==> src/rtl/audio_fir_mac.sv <==
// Sequential-MAC audio FIR filter: one multiply per cycle over a circular delay line.
// Define FIR_SATURATE_EN to clamp the output; otherwise the output wraps to 16 bits.
module audio_fir_mac #(
  parameter int TAPS = 8,
  parameter int CW   = 16,
  localparam int AW  = $clog2(TAPS)
) (
  input  logic          CLOCK_50,
  input  logic          reset,
  input  logic          in_valid,
  input  logic [15:0]   in_data,
  output logic          in_ready,
  output logic          out_valid,
  output logic [15:0]   out_data,
  input  logic          out_ready,
  input  logic          coef_we,
  input  logic [AW-1:0] coef_addr,
  input  logic [CW-1:0] coef_data
);

  localparam int PW = 16 + CW;
  localparam int ACCW = PW + AW;
  localparam logic [AW:0] MAC_LAST = (AW + 1)'(TAPS);
  localparam logic signed [CW-1:0] COEF_ONE = {1'b0, {(CW - 1){1'b1}}};

  typedef enum logic [1:0] {IDLE, MAC, OUT} state_t;

  state_t state, next_state;

  logic signed [15:0]     delay_line [TAPS];
  logic signed [CW-1:0]   coef [TAPS];
  logic [AW-1:0]          wr_ptr;
  logic [AW-1:0]          rd_ptr;
  logic [AW:0]            mac_cnt;
  logic signed [PW-1:0]   prod;
  logic signed [ACCW-1:0] acc;
  logic signed [ACCW-1:0] acc_sum;
  logic [15:0]            result;
  logic                   accept;

  assign in_ready  = (state == IDLE);
  assign out_valid = (state == OUT);
  assign accept    = in_valid && in_ready;

  always_comb begin
    next_state = state;
    case (state)
      IDLE:    if (accept) next_state = MAC;
      MAC:     if (mac_cnt == MAC_LAST) next_state = OUT;
      OUT:     if (out_ready) next_state = IDLE;
      default: next_state = IDLE;
    endcase
  end

  // The product is registered, so the last count only drains it into the sum.
  always_comb begin
    acc_sum = acc + {{AW{prod[PW-1]}}, prod};
`ifdef FIR_SATURATE_EN
    if (acc_sum[ACCW-1:30] != {(ACCW - 30){acc_sum[30]}})
      result = acc_sum[ACCW-1] ? 16'h8000 : 16'h7FFF;
    else
      result = acc_sum[30:15];
`else
    result = acc_sum[30:15];
`endif
  end

  always_ff @(posedge CLOCK_50) begin
    if (reset) begin
      state    <= IDLE;
      wr_ptr   <= '0;
      rd_ptr   <= '0;
      mac_cnt  <= '0;
      prod     <= '0;
      acc      <= '0;
      out_data <= '0;
      for (int k = 0; k < TAPS; k++) begin
        delay_line[k] <= '0;
        coef[k]       <= (k == 0) ? COEF_ONE : '0;
      end
    end else begin
      state <= next_state;
      if (state == IDLE && coef_we)
        coef[coef_addr] <= coef_data;
      case (state)
        IDLE: begin
          if (accept) begin
            delay_line[wr_ptr] <= in_data;
            rd_ptr  <= wr_ptr;
            wr_ptr  <= wr_ptr + 1'b1;
            mac_cnt <= '0;
            prod    <= '0;
            acc     <= '0;
          end
        end
        MAC: begin
          acc     <= acc_sum;
          mac_cnt <= mac_cnt + 1'b1;
          // Walk backwards from the newest sample: x[n], x[n-1], ...
          if (mac_cnt != MAC_LAST) begin
            prod   <= coef[mac_cnt[AW-1:0]] * delay_line[rd_ptr];
            rd_ptr <= rd_ptr - 1'b1;
          end else begin
            out_data <= result;
          end
        end
        default: ;
      endcase
    end
  end

endmodule

==> config.mk <==
export PLATFORM = sky130hd
export DESIGN_NAME = audio_fir_mac
export DESIGN_NICKNAME = d
export VERILOG_FILES = /design/src/rtl/audio_fir_mac.sv
export SDC_FILE = /design/constraint.sdc
export NUM_CORES = 1
export LEC_CHECK = 0
export ABC_AREA = 1
export CAP_MARGIN = 40
export CORE_MARGIN = 2
export CORE_UTILIZATION = 50
export DETAILED_ROUTE_END_ITERATION = 12
export GPL_ROUTABILITY_DRIVEN = 0
export GPL_TIMING_DRIVEN = 0
export PLACE_DENSITY = 0.66
export SETUP_SLACK_MARGIN = 0.2
export SLEW_MARGIN = 20
export SYNTH_ARGS = -nofsm -noshare
export SYNTH_HDL_FRONTEND = slang
export SYNTH_SLANG_ARGS = --single-unit
==> constraint.sdc <==
create_clock -name CLOCK_50 -period 16.25 [get_ports CLOCK_50]
set_input_delay 3.25 -clock CLOCK_50 [delete_from_list [all_inputs] [get_ports CLOCK_50]]
set_output_delay 3.25 -clock CLOCK_50 [all_outputs]
set_load 0.1 [all_outputs]
* Yosys cells after proc, flatten, opt, wreduce, memory -nomap -nowiden
Memories as Yosys holds them, arrays and structs flattened. A register that Yosys moved wholly into a read port is not among the register bits.
Cells that the tools add are included.
W data, S select, Z words.
** Storage, ports and cells
- Memories kept :: 2
- Word-level logic and storage cells :: 67
- Input port bits :: 40
- Register bits after elaboration :: 95
- Bits in writable memories :: 256
** Cells by class
- $add $sub $neg :: 4
- Mux-type cells :: 33
- Reductions and logical operators :: 11
- Bitwise logic cells :: 1
- $mul :: 1
- Equal/unequal tests :: 8
** Memory list
- coef :: depth 8, bits a word 16, read ports 1, clocked after memory_dff 1, write ports 8, RTL line 31 : logic signed [CW-1:0] coef [TAPS];
- delay_line :: depth 8, bits a word 16, read ports 1, clocked after memory_dff 1, write ports 8, RTL line 30 : logic signed [15:0] delay_line [TAPS];
** Operator list (count)
- $pmux W35 S2 :: 1
- $mux W32 :: 2
- $pmux W32 S2 :: 1
- $add A35 B35 Y35 :: 1
- $mux W35 :: 1
- $mul A16 B16 Y32 :: 1
- $mux W16 :: 2
- $reduce_or A16 Y1 :: 2
- $mux W3 :: 8
- $mux W1 :: 11
- $pmux W4 S2 :: 1
- $mux W2 :: 3
- $pmux W2 S3 :: 1
- $pmux W3 S2 :: 1
- $reduce_and A2 Y1 :: 3
- $reduce_and A3 Y1 :: 2
- $add A4 B1 Y4 const B :: 1
- $eq A4 B4 Y1 const B :: 1
- $mux W4 :: 1
- $ne A2 B1 Y1 const B :: 2
- $ne A2 B2 Y1 const B :: 2
- $ne A4 B4 Y1 const B :: 1
- $add A3 B1 Y3 const B :: 1
- $sub A3 B1 Y3 const B :: 1
- other kinds (6) :: 7

* Longest topological paths before layout
Gate-level depths: netlist of run 1.
- Word-level depth :: 8
- Gate-level depth with buffers :: 35

* Worst setup path before layout of run 1
OpenSTA, ideal clock, no wires.
- Kind :: register to register
- From :: register (tool-made name)
- To :: register prod[28]
- Setup slack :: 10156 ps
- Required time :: 16116 ps
- Clock period less this slack :: 6094 ps
- Arrival :: 5960 ps
- Stages on the path, launching flop included :: 29
- Buffers on the path :: 2
- Cell sequence :: dfxtp_1 inv_2 buf_6 buf_4 nor2_1 o22ai_1 inv_1 o21ai_4 inv_2 nor2_2 inv_1 fa_1 fa_1 inv_1 fa_1 fa_1 fa_1 inv_1 fa_1 inv_1 ha_1 nand2_1 nor2_1 nand2_1 or2_2 nand3_1 nand2_1 nand3_1 a21oi_1
** RTL lines
- end signal, assigned :: RTL line 101 : prod <= coef[mac_cnt[AW-1:0]] * delay_line[rd_ptr];
- end, declared :: RTL line 35 : logic signed [PW-1:0] prod;

==> metrics.cfg, run 1 <==
[synthesis]
yosysWarnings = 0
ys_types = 50
synth_sequential_area_ratio = 0.359
synthesis.instances = 3139
post_synth_instance_area_sq_um = 26800
asyncSetResetFlopFracSynth = 0
synth.ff_latch_count = 352
post_synth.cell_area_avg_sq_um = 8.53
synth_enable_flop_cells = 256
postSynthNetCount = 3550
postSynth.topFlopCell = sky130_fd_sc_hd__edfxtp_1

[critical_path]
r2r_end = prod[24]
regToRegSetupSlack_ps = 8700
cp_data_arrival_time_ps = 7960
worst-path-max-fanout = 10
worstSetupPathType = reg -> reg
critical-path-top-cell-by-count = sky130_fd_sc_hd__fa_1
cp_num_buf_inv = 8
path_delay_family = adder cells
crit_path_start_kind = register
crit_path_top_delay_cell = sky130_fd_sc_hd__o21ai_2
slowest_delay_ps = 630
crit_required_ps = 16660
worstSetupEndpointType = register
r2r_cells = 28

[sta]
layout_worst_path_cycle_share = 0.465
max_freq_ghz = 0.132
timing.final.max_slew_violations = 0
finalSetupViolCount = 0
fin_crit_ps = 7550
hold_viol_final = 0
grt_setup_unrepaired = no
worstMarginPinSlew_ps = 828
timing.slew.headroom = 0.448
finClkSkew_ps = 63.0
timing.setup.tns_ps = 0

[cts]
clock_pin_slew_on_the_worst_setup_and_hold_paths_ps = 60
num_cts_buffers = 40
clockBufferDepth = 3
library_cell_used_as_clock_root_buffer = sky130_fd_sc_hd__clkbuf_16
cts.htree.levels = 2
clock_latency_of_the_later_clocked_register_in_the_worst_skew_pair_ps = 600
number_of_gates_given_a_new_drive_strength_after_cts = 0
cts_tree = done
cts_setup_buffers = 0
cts_sinks = 352
holdBufCountCts = 0

[detailed_routing]
routedLengthMet1_mm = 31.5
routed_wl_mm = 73.9
drt_iter0_drc = 2079
post-route-drc-count = 0
ant_nets = 0
highest-signal-layer = met4
dr_wl_met2_mm = 34.1
post_drt_wl_per_cell_microns = 18.5
met3RoutedLength_mm = 6.19
drtPass1Iterations = 8
via_count = 21800
route.detailed.vias_per_inst = 5.47

[global_route]
global_route.usage.total = 0.272
first_global_vias = 22100
grt_max_degree = 17
grt_antenna_before_repair = 0
grt_remaining_overflow = 0
grt_first_pass_wirelength_mm = 118

[die]
initial_utilization = 0.507
die-height_microns = 235
fp.dieArea_sq_um = 55400
core.rowCount = 84
fp.dieW_microns = 235
floorplan.io_pins = 58
core-area_sq_um = 52800

[cells_and_area]
post_route_cells_drive_above_1_share = 0.0725
multi_input_area_sq_um = 14600
area_delta_synth_final_pct = 11.9
design.final.nets = 3676
sequential_cell_area_sq_um = 9610
antenna_cells = 0
fill_cells = 4849

[placement]
dpl.hpwl_mm = 57.7
io_buffers = 57

[status]
result_of_the_run = finished clean

[job]
drv.max_cap_violation_count = 0

[min_path]
worst_hold_path_cells = 2
hp-class = reg -> reg
worst_hold_startpoint = out_data[6]
hold_path_end = out_data[6]

[flip-flops by register name (all words and copies together), names as in the netlist, named ones only]
register / count
acc: 31
coef: 128
delay_line: 128
mac_cnt: 4
out_data: 16
prod: 31
rd_ptr: 3
state: 2
wr_ptr: 3
[synthesized netlist by cell type (2+ instances only)]
| master | count | area [sq um] |
|---|---|---|
| sky130_fd_sc_hd__or2_2 | 9 | 56.3 |
| sky130_fd_sc_hd__buf_1 | 3 | 11.3 |
| sky130_fd_sc_hd__o21ai_0 | 178 | 891 |
| sky130_fd_sc_hd__o21a_1 | 5 | 37.5 |
| sky130_fd_sc_hd__o21ai_4 | 9 | 146 |
| sky130_fd_sc_hd__nand2_4 | 3 | 33.8 |
| sky130_fd_sc_hd__nand3_1 | 101 | 505 |
| sky130_fd_sc_hd__nand3b_1 | 5 | 37.5 |
| sky130_fd_sc_hd__nand2_2 | 6 | 37.5 |
| sky130_fd_sc_hd__o21ai_2 | 15 | 131 |
| sky130_fd_sc_hd__a211oi_1 | 4 | 30.0 |
| sky130_fd_sc_hd__nor3_1 | 15 | 75.1 |
| sky130_fd_sc_hd__ha_1 | 114 | 1430 |
| sky130_fd_sc_hd__inv_2 | 26 | 97.6 |
| sky130_fd_sc_hd__buf_4 | 13 | 97.6 |
| sky130_fd_sc_hd__nor2_2 | 5 | 31.3 |
| sky130_fd_sc_hd__a21o_1 | 11 | 82.6 |
| sky130_fd_sc_hd__nor2_1 | 583 | 2190 |
| sky130_fd_sc_hd__a21oi_1 | 165 | 826 |
| sky130_fd_sc_hd__o211ai_2 | 2 | 25.0 |
| sky130_fd_sc_hd__inv_1 | 507 | 1900 |
| sky130_fd_sc_hd__clkbuf_1 | 38 | 143 |
| sky130_fd_sc_hd__nor3_2 | 2 | 20.0 |
| sky130_fd_sc_hd__nand4_1 | 15 | 93.8 |
| sky130_fd_sc_hd__o22ai_1 | 56 | 350 |
| sky130_fd_sc_hd__o211ai_1 | 6 | 45.0 |
| sky130_fd_sc_hd__fa_1 | 257 | 5140 |
| sky130_fd_sc_hd__buf_2 | 43 | 215 |
| sky130_fd_sc_hd__o21bai_1 | 9 | 67.6 |
| sky130_fd_sc_hd__o21ai_1 | 15 | 75.1 |
| sky130_fd_sc_hd__xnor2_1 | 5 | 43.8 |
| sky130_fd_sc_hd__dfxtp_1 | 96 | 1920 |
| sky130_fd_sc_hd__nand2_1 | 529 | 1990 |
| sky130_fd_sc_hd__buf_6 | 9 | 101 |
| sky130_fd_sc_hd__o31ai_1 | 3 | 22.5 |
| sky130_fd_sc_hd__xor2_1 | 7 | 61.3 |
| sky130_fd_sc_hd__edfxtp_1 | 256 | 7690 |
| sky130_fd_sc_hd__a31oi_1 | 2 | 12.5 |
[kinds of logic (layout without fill, tap and decap cells)]
kind of cell    Yosys count  in the layout  synth area share
simple gates           1277           1277             0.191
fa+ha+maj               371            371             0.246
xor+xnor                 12             12           0.00393
compound gates          486            486             0.105
buf+inv                 641            799            0.0964
flops                   352            352             0.359
[cells in the final DEF (no fill, tap or decap), types with 4 or more instances in the layout]
cell,netlist,layout
sky130_fd_sc_hd__buf_6,9,9
sky130_fd_sc_hd__buf_8,0,26
sky130_fd_sc_hd__clkinv_2,0,8
sky130_fd_sc_hd__or2_2,9,9
sky130_fd_sc_hd__a21o_1,11,11
sky130_fd_sc_hd__a21oi_1,165,165
sky130_fd_sc_hd__clkdlybuf4s50_1,0,57
sky130_fd_sc_hd__fa_1,257,257
sky130_fd_sc_hd__a211oi_1,4,4
sky130_fd_sc_hd__nand2_1,529,529
sky130_fd_sc_hd__nand4_1,15,15
sky130_fd_sc_hd__nand2_2,6,6
sky130_fd_sc_hd__clkinv_1,0,4
sky130_fd_sc_hd__edfxtp_1,256,256
sky130_fd_sc_hd__nor2_2,5,5
sky130_fd_sc_hd__o21bai_1,9,9
sky130_fd_sc_hd__buf_2,43,43
sky130_fd_sc_hd__o22ai_1,56,56
sky130_fd_sc_hd__ha_1,114,114
sky130_fd_sc_hd__o211ai_1,6,6
sky130_fd_sc_hd__nor3_1,15,15
sky130_fd_sc_hd__o21ai_1,15,15
sky130_fd_sc_hd__inv_2,26,26
sky130_fd_sc_hd__clkbuf_16,0,40
sky130_fd_sc_hd__o21ai_0,178,178
sky130_fd_sc_hd__xnor2_1,5,5
sky130_fd_sc_hd__buf_4,13,13
sky130_fd_sc_hd__dfxtp_1,96,96
sky130_fd_sc_hd__o21ai_4,9,9
sky130_fd_sc_hd__clkbuf_8,0,5
sky130_fd_sc_hd__nand3_1,101,101
sky130_fd_sc_hd__nor2_1,583,583
sky130_fd_sc_hd__clkbuf_1,38,45
sky130_fd_sc_hd__o21ai_2,15,15
sky130_fd_sc_hd__inv_1,507,507
sky130_fd_sc_hd__xor2_1,7,7
sky130_fd_sc_hd__o21a_1,5,5
sky130_fd_sc_hd__nand3b_1,5,5
[metrics by stage]
stage / setup slack (ps) / cell area, sq um / cells / utilization / hold slack (ps)
2_1_floorplan: 10160 / 26800 / 3139 / - / 444
3_3_place_gp: 9030 / 28200 / 3884 / 0.534 / 455
3_5_place_dp: 8950 / 28600 / 3907 / 0.541 / 459
4_1_cts: 8880 / 29900 / 3981 / 0.566 / 468
5_1_grt: 8380 / 29900 / 3985 / 0.568 / 484
6_report: 8700 / 29900 / 3985 / 0.568 / 467
[worst max path at each step]
stage | startpoint | cells past startpoint | to | slack, ps
floorplan | register | 28 | prod[28] | 10160
global placement | register | 28 | prod[24] | 9030
detailed placement | register | 27 | prod[24] | 8950
CTS | register | 28 | prod[24] | 8880
global route | register | 28 | prod[16] | 8380
finish | register | 28 | prod[24] | 8700
[tightest hold or removal path, cell delays in order, from the launching register on]
cell                      delay (ps)
sky130_fd_sc_hd__dfxtp_1         310
sky130_fd_sc_hd__nand2_1          60
sky130_fd_sc_hd__a21oi_1          50
[routing by layer]
metal  track usage  vias up
li1              -    10200
met1         0.370    10500
met2         0.444      925
met3        0.0488      143
met4        0.0867        0
met5             0        -
[layout make-up]
| type | instances | area share |
|---|---|---|
| plain buffers | 107 | 0.0191 |
| clock buffers | 52 | 0.0366 |
| clock inverters | 22 | 0.00790 |
| inverters | 534 | 0.0670 |
| multi-input cells | 2146 | 0.487 |
| flip-flops and latches | 352 | 0.321 |
| well taps | 688 | 0.0287 |
| repair buffers | 84 | 0.0330 |
Power of run 1 is not shown: default switching activity piles up to over one toggle a cycle in this logic, so the estimate is an artifact.
==> run 2, diff against run 1 <==
==> constraint.sdc (replaced) <==
create_clock -name CLOCK_50 -period 7.3 [get_ports CLOCK_50]
set_input_delay 1.46 -clock CLOCK_50 [delete_from_list [all_inputs] [get_ports CLOCK_50]]
set_output_delay 1.46 -clock CLOCK_50 [all_outputs]
set_load 0.1 [all_outputs]
==> run 2 against run 1 <==
  * Setup slack got worse by 8200 ps
  * Maximum frequency rose by 11%
  * Non-clock buffer count rose by 29
  * Wire length rose by 0.63%
  * Register-to-register slack got worse by 8200 ps
  * Global-route usage barely moved
  * Die area did not move
  * Via count rose by 0.71%
  * Count of clock-buffer cells in the layout did not move
  * Largest cell class unchanged
  * Critical endpoint is now prod[18]
  * Final cell count rose by 0.73%
  * Hold slack barely moved
  * Highest routed layer unchanged
  * Flip-flop and latch count did not move
==> metrics.cfg, run 2 (synthesized netlist as in run 1, its figures left out) <==
[status]
result_of_the_run = finished clean

[min_path]
hold_path_end = acc[0]
worst_hold_startpoint = acc[0]
worst_hold_path_cells = 2  ; unchanged
hp-class = reg -> reg

[critical_path]
r2r_end = prod[18]
slowest_delay_ps = 580  ; -50 ps
critical-path-top-cell-by-count = sky130_fd_sc_hd__fa_1
worstSetupEndpointType = register
worstSetupPathType = reg -> reg
crit_path_start_kind = register
cp_data_arrival_time_ps = 7240  ; -720 ps
crit_required_ps = 7710  ; -8950 ps
worst-path-max-fanout = 10  ; unchanged
r2r_cells = 26  ; -7.1%
crit_path_top_delay_cell = sky130_fd_sc_hd__fa_1
regToRegSetupSlack_ps = 470  ; -8220 ps

[sta]
timing.final.max_slew_violations = 0  ; unchanged
grt_setup_unrepaired = yes
finalSetupViolCount = 0  ; unchanged
layout_worst_path_cycle_share = 0.935  ; +0.470
timing.setup.tns_ps = 0  ; unchanged
timing.slew.headroom = 0.447  ; -0.000528
fin_crit_ps = 6830  ; -726 ps
finClkSkew_ps = 67.0  ; +4.08 ps
hold_viol_final = 0  ; unchanged
max_freq_ghz = 0.146  ; +11%
worstMarginPinSlew_ps = 827  ; -1.21 ps

[cells_and_area]
layout.cells.most_common_list = 575 x sky130_fd_sc_hd__nor2_1, 526 x sky130_fd_sc_hd__nand2_1, 501 x sky130_fd_sc_hd__inv_1, 256 x sky130_fd_sc_hd__edfxtp_1, 255 x sky130_fd_sc_hd__fa_1
design.final.nets = 3705  ; +0.79%
top_regs = coef: 128 flops, delay_line: 128 flops
most_common_cell_after_layout_fill_and_taps_aside = sky130_fd_sc_hd__nor2_1
area_delta_synth_final_pct = 14.3
fin_cells = 4014  ; +0.73%
antenna_cells = 0  ; unchanged
post_route_cells_drive_above_1_share = 0.0962  ; +0.0237

[global_route]
grt_remaining_overflow = 0  ; unchanged
first_global_vias = 22100  ; -0.023%
global_route.usage.total = 0.272  ; about the same
grt_first_pass_wirelength_mm = 118  ; about the same
grt_antenna_before_repair = 0  ; unchanged
grt_max_degree = 17  ; unchanged

[placement]
dp.cells = 3907  ; unchanged
io_buffers = 57  ; unchanged
dpl.hpwl_mm = 57.7  ; unchanged

[die]
fp.dieArea_sq_um = 55400  ; unchanged
fp.dieW_microns = 235  ; unchanged
core-area_sq_um = 52800  ; unchanged
initial_utilization = 0.507  ; unchanged
core.rowCount = 84  ; unchanged
die-height_microns = 235  ; unchanged
floorplan.io_pins = 58  ; unchanged

[cts]
cts_tree = done
clock_latency_of_the_later_clocked_register_in_the_worst_skew_pair_ps = 600  ; about the same
clock_pin_slew_on_the_worst_setup_and_hold_paths_ps = 60  ; about the same
num_cts_buffers = 40  ; unchanged
library_cell_used_as_clock_root_buffer = sky130_fd_sc_hd__clkbuf_16
holdBufCountCts = 0  ; unchanged
clockBufferDepth = 3  ; unchanged
cts_sinks = 352  ; unchanged
cts.htree.levels = 2  ; unchanged

[detailed_routing]
route.detailed.vias_per_inst = 5.47  ; about the same
routed_wl_mm = 74.4  ; +0.63%
post-route-drc-count = 0  ; unchanged
drtPass1Iterations = 6  ; -2
via_count = 22000  ; +0.71%
post_drt_wl_per_cell_microns = 18.5  ; about the same
ant_nets = 0  ; unchanged
drt_iter0_drc = 2080  ; +0.048%

[job]
drv.max_cap_violation_count = 0  ; unchanged

## run 2: area by class of cell
type,instances,area (sq um)
Sequential cell,352,9610
Clock inverter,22,236
Tap cell,688,861
Clock buffer,52,1100
Fill cell,4762,22200
Buffer,107,657
Inverter,534,2010
Timing Repair Buffer,113,1310
Multi-Input combinational cell,2146,14800
## run 2: how the worst max path moves through the flow
stage,end,slack [ps],cells past startpoint
2_1_floorplan,prod[28],1210,28
3_3_place_gp,prod[24],80,28
3_5_place_dp,prod[24],4,27
4_1_cts,prod[24],150,28
5_1_grt,prod[24],160,30
6_report,prod[18],470,26
## run 2: per-stage QoR
step / util / worst slack, ps / cell area (sq um) / hold slack (ps)
after floorplan: - / 1210 / 26800 / 444
after global placement: 0.534 / 77.5 / 28200 / 455
after detailed placement: 0.541 / 3.92 / 28600 / 459
after CTS: 0.567 / 154 / 29900 / 468
after global routing: 0.580 / 165 / 30600 / 484
final: 0.580 / 473 / 30600 / 467
## run 2: metal layers
layer | up-vias | GRT usage | routed length (microns)
met2 | 917 | 0.444 | 34500
met4 | 0 | 0.0867 | 2140
met1 | 10600 | 0.371 | 31400
met3 | 149 | 0.0490 | 6300
li1 | 10300 | - | -
met5 | - | 0 | 0
## run 2: worst max-delay path: cells and delay by family (launching register included)
kind	cells	cell delay, ps
xor gates and xnor gates	1	220
and+or+nand+nor	4	480
AOI/OAI and AO/OA	7	1090
adders and majority gates	7	3420
DFF	1	320
buffers and inverters	7	1100
## run 2: what timing repair did
| action | CTS | global route |
|---|---|---|
| setup buffers | 2 | 27 |
| pin swaps | 2 | 14 |
| resized for setup | 13 | 93 |
| setup endpoints to repair | 16 | 20 |
Power of run 2 is left out for the same reason.
==> patch, RTL diff (flow settings as in run 1) <==
Build with the macro `FIR_SATURATE_EN` defined.
--- a/src/rtl/audio_fir_mac.sv
+++ b/src/rtl/audio_fir_mac.sv
@@ -1,4 +1,6 @@
 // Sequential-MAC audio FIR filter: one multiply per cycle over a circular delay line.
 // Define FIR_SATURATE_EN to clamp the output; otherwise the output wraps to 16 bits.
+`define FIR_SATURATE_EN
+
 module audio_fir_mac #(
   parameter int TAPS = 8,
Formal check against the unedited RTL: same outputs for any inputs over 10 cycles, from zero or initial values and one cycle with reset high; that may be too few to reach the edited logic, so the function may still have changed.
==> patch against run 1 <==
Routed wire length is 3.9% higher. Sequential cell count is 5 higher. Cell area increased by 1.5%. Setup slack worse by 0.93 ns. Highest routed layer is now met5. Core utilization fell by 0.26 points. Area after synthesis grew 1.9%. Synthesized cell count increased by 3.1%. Count of clock-buffer cells in the layout shrank 3. Die area grew 1.8%.
Power is left out: the tool's default activity adds up to more than one toggle a clock period on the data nets, which glitch-free logic cannot reach.
==> patch: results (changes against run 1) <==
stage;metric;value;unit;change
synth;yosysSeqAreaShare;0.356;;was 0.359
clock_network;cts.clk_slew.worst_paths;0.06;ns;about the same
place;dp_hpwl;59.5;mm;was 57.7 mm
place;place_area;29100;sq um;was 28,600 sq um
routing;via_per_inst;5.48;;was 5.47
clock_network;cts_buffers;38;;was 40
routing;drt-initial-drc-count;1983;;was 2,079
global_routing;grt_pass1_wl;123;mm;was 118 mm
cells_and_area;fillers;4831;;was 4,849
synth;synth_nets;3660;;was 3,550
routing;wl_per_cell;18.7;um;was 18.5 um
timing;skew;0.0456;ns;was 0.0630 ns
setup_path;max_stage_delay;0.91;ns;was 0.63 ns
setup_path;critPathSlowestCell;fa_1;;was o21ai_2
global_routing;antenna_found_initial;1;;was 0
synth;synthTopCellsByCount;nor2_1 (695), nand2_1 (574), inv_1 (524);;was nor2_1 (583), nand2_1 (529), inv_1 (507)
run_status;status;complete, no violations;;unchanged
global_routing;grt_pass1_vias;23100;;was 22,100
routing;firstDrtPassIters;6;;was 8
synth;synth-edff-count;256;;unchanged
cells_and_area;drive_above_1_share;0.0511;;was 0.0725
clock_network;root_buffer;clkbuf_16;;unchanged
setup_path;arrival;8.90;ns;was 7.96 ns
global_routing;grt_usage;0.280;;was 0.272
cells_and_area;largest_registers;coef (128), delay_line (128), acc (35);;was coef (128), delay_line (128)
synth;synth_cell_types;51;;was 50
synth;synthTopCellsByArea;edfxtp_1 (28%), fa_1 (19%), nor2_1 (9.6%);;was edfxtp_1 (29%), fa_1 (19%), nor2_1 (8.2%)
cells_and_area;fin_nets;3795;;was 3,676
timing;tightest_slew;0.876;ns;was 0.828 ns
## patch: changes by cell type after synthesis, sizes merged, moves of 18 or more
cell	run 1	this run
o32ai	0	64
nand2	538	587
nand3	102	84
buf	68	28
a21oi	166	143
clkbuf	39	85
nor2	589	703
o21ai	217	144
o22ai	56	0
## patch: cell families after synthesis
kind of cell,synth area share
flip-flops,0.356
buffers and inverters,0.0913
AO/OA/AOI/OAI,0.0857
AND/OR/NAND/NOR,0.209
XOR/XNOR,0.00996
adder cells (fa/ha/maj),0.248
## patch: worst max-delay path, delay by kind of cell (launching register included)
| kind | cells | cell delay (ns) |
|---|---|---|
| compound gates | 7 | 1.48 |
| buf+inv | 8 | 1.61 |
| fa+ha+maj | 7 | 3.80 |
| flops | 1 | 0.34 |
| simple gates | 6 | 1.09 |
## patch: final timing paths
check                        from                     to  slack (ns)  cells past startpoint
max                          flop  prod[26]$_SDFFE_PP0P_        7.76                     28
min          acc[15]$_SDFFE_PP0P_   acc[15]$_SDFFE_PP0P_        0.47                      2
max reg2reg                  flop  prod[26]$_SDFFE_PP0P_        7.76                     28
min reg2reg  acc[15]$_SDFFE_PP0P_   acc[15]$_SDFFE_PP0P_        0.47                      2
## patch: metal layers
| layer | GRT usage | up-vias | share of wire |
|---|---|---|---|
| met2 | 0.465 | 947 | 0.46 |
| met5 | 0 | - | 0.00017 |
| met3 | 0.0424 | 142 | 0.083 |
| met1 | 0.385 | 10900 | 0.42 |
| li1 | - | 10500 | - |
| met4 | 0.0764 | 2 | 0.028 |
## patch: final cells by class
cell class,instances,area share
buffer,113,0.0154
clock buffer,49,0.0343
clock inverter,21,0.00572
inverter,539,0.0665
multi-input combinational,2228,0.495
sequential,357,0.319
tap,696,0.0286
timing repair buffer,95,0.0348
## patch: through the flow
step / instances / setup WS [ns] / utilization / hold slack, ns
floorplan: 3237 / 9.48 / - / 0.445
global placement: 3990 / 7.84 / 0.533 / 0.453
detailed placement: 4022 / 7.93 / 0.541 / 0.463
CTS: 4092 / 7.87 / 0.563 / 0.472
global route: 4098 / 7.15 / 0.565 / 0.499
finish: 4098 / 7.76 / 0.565 / 0.470
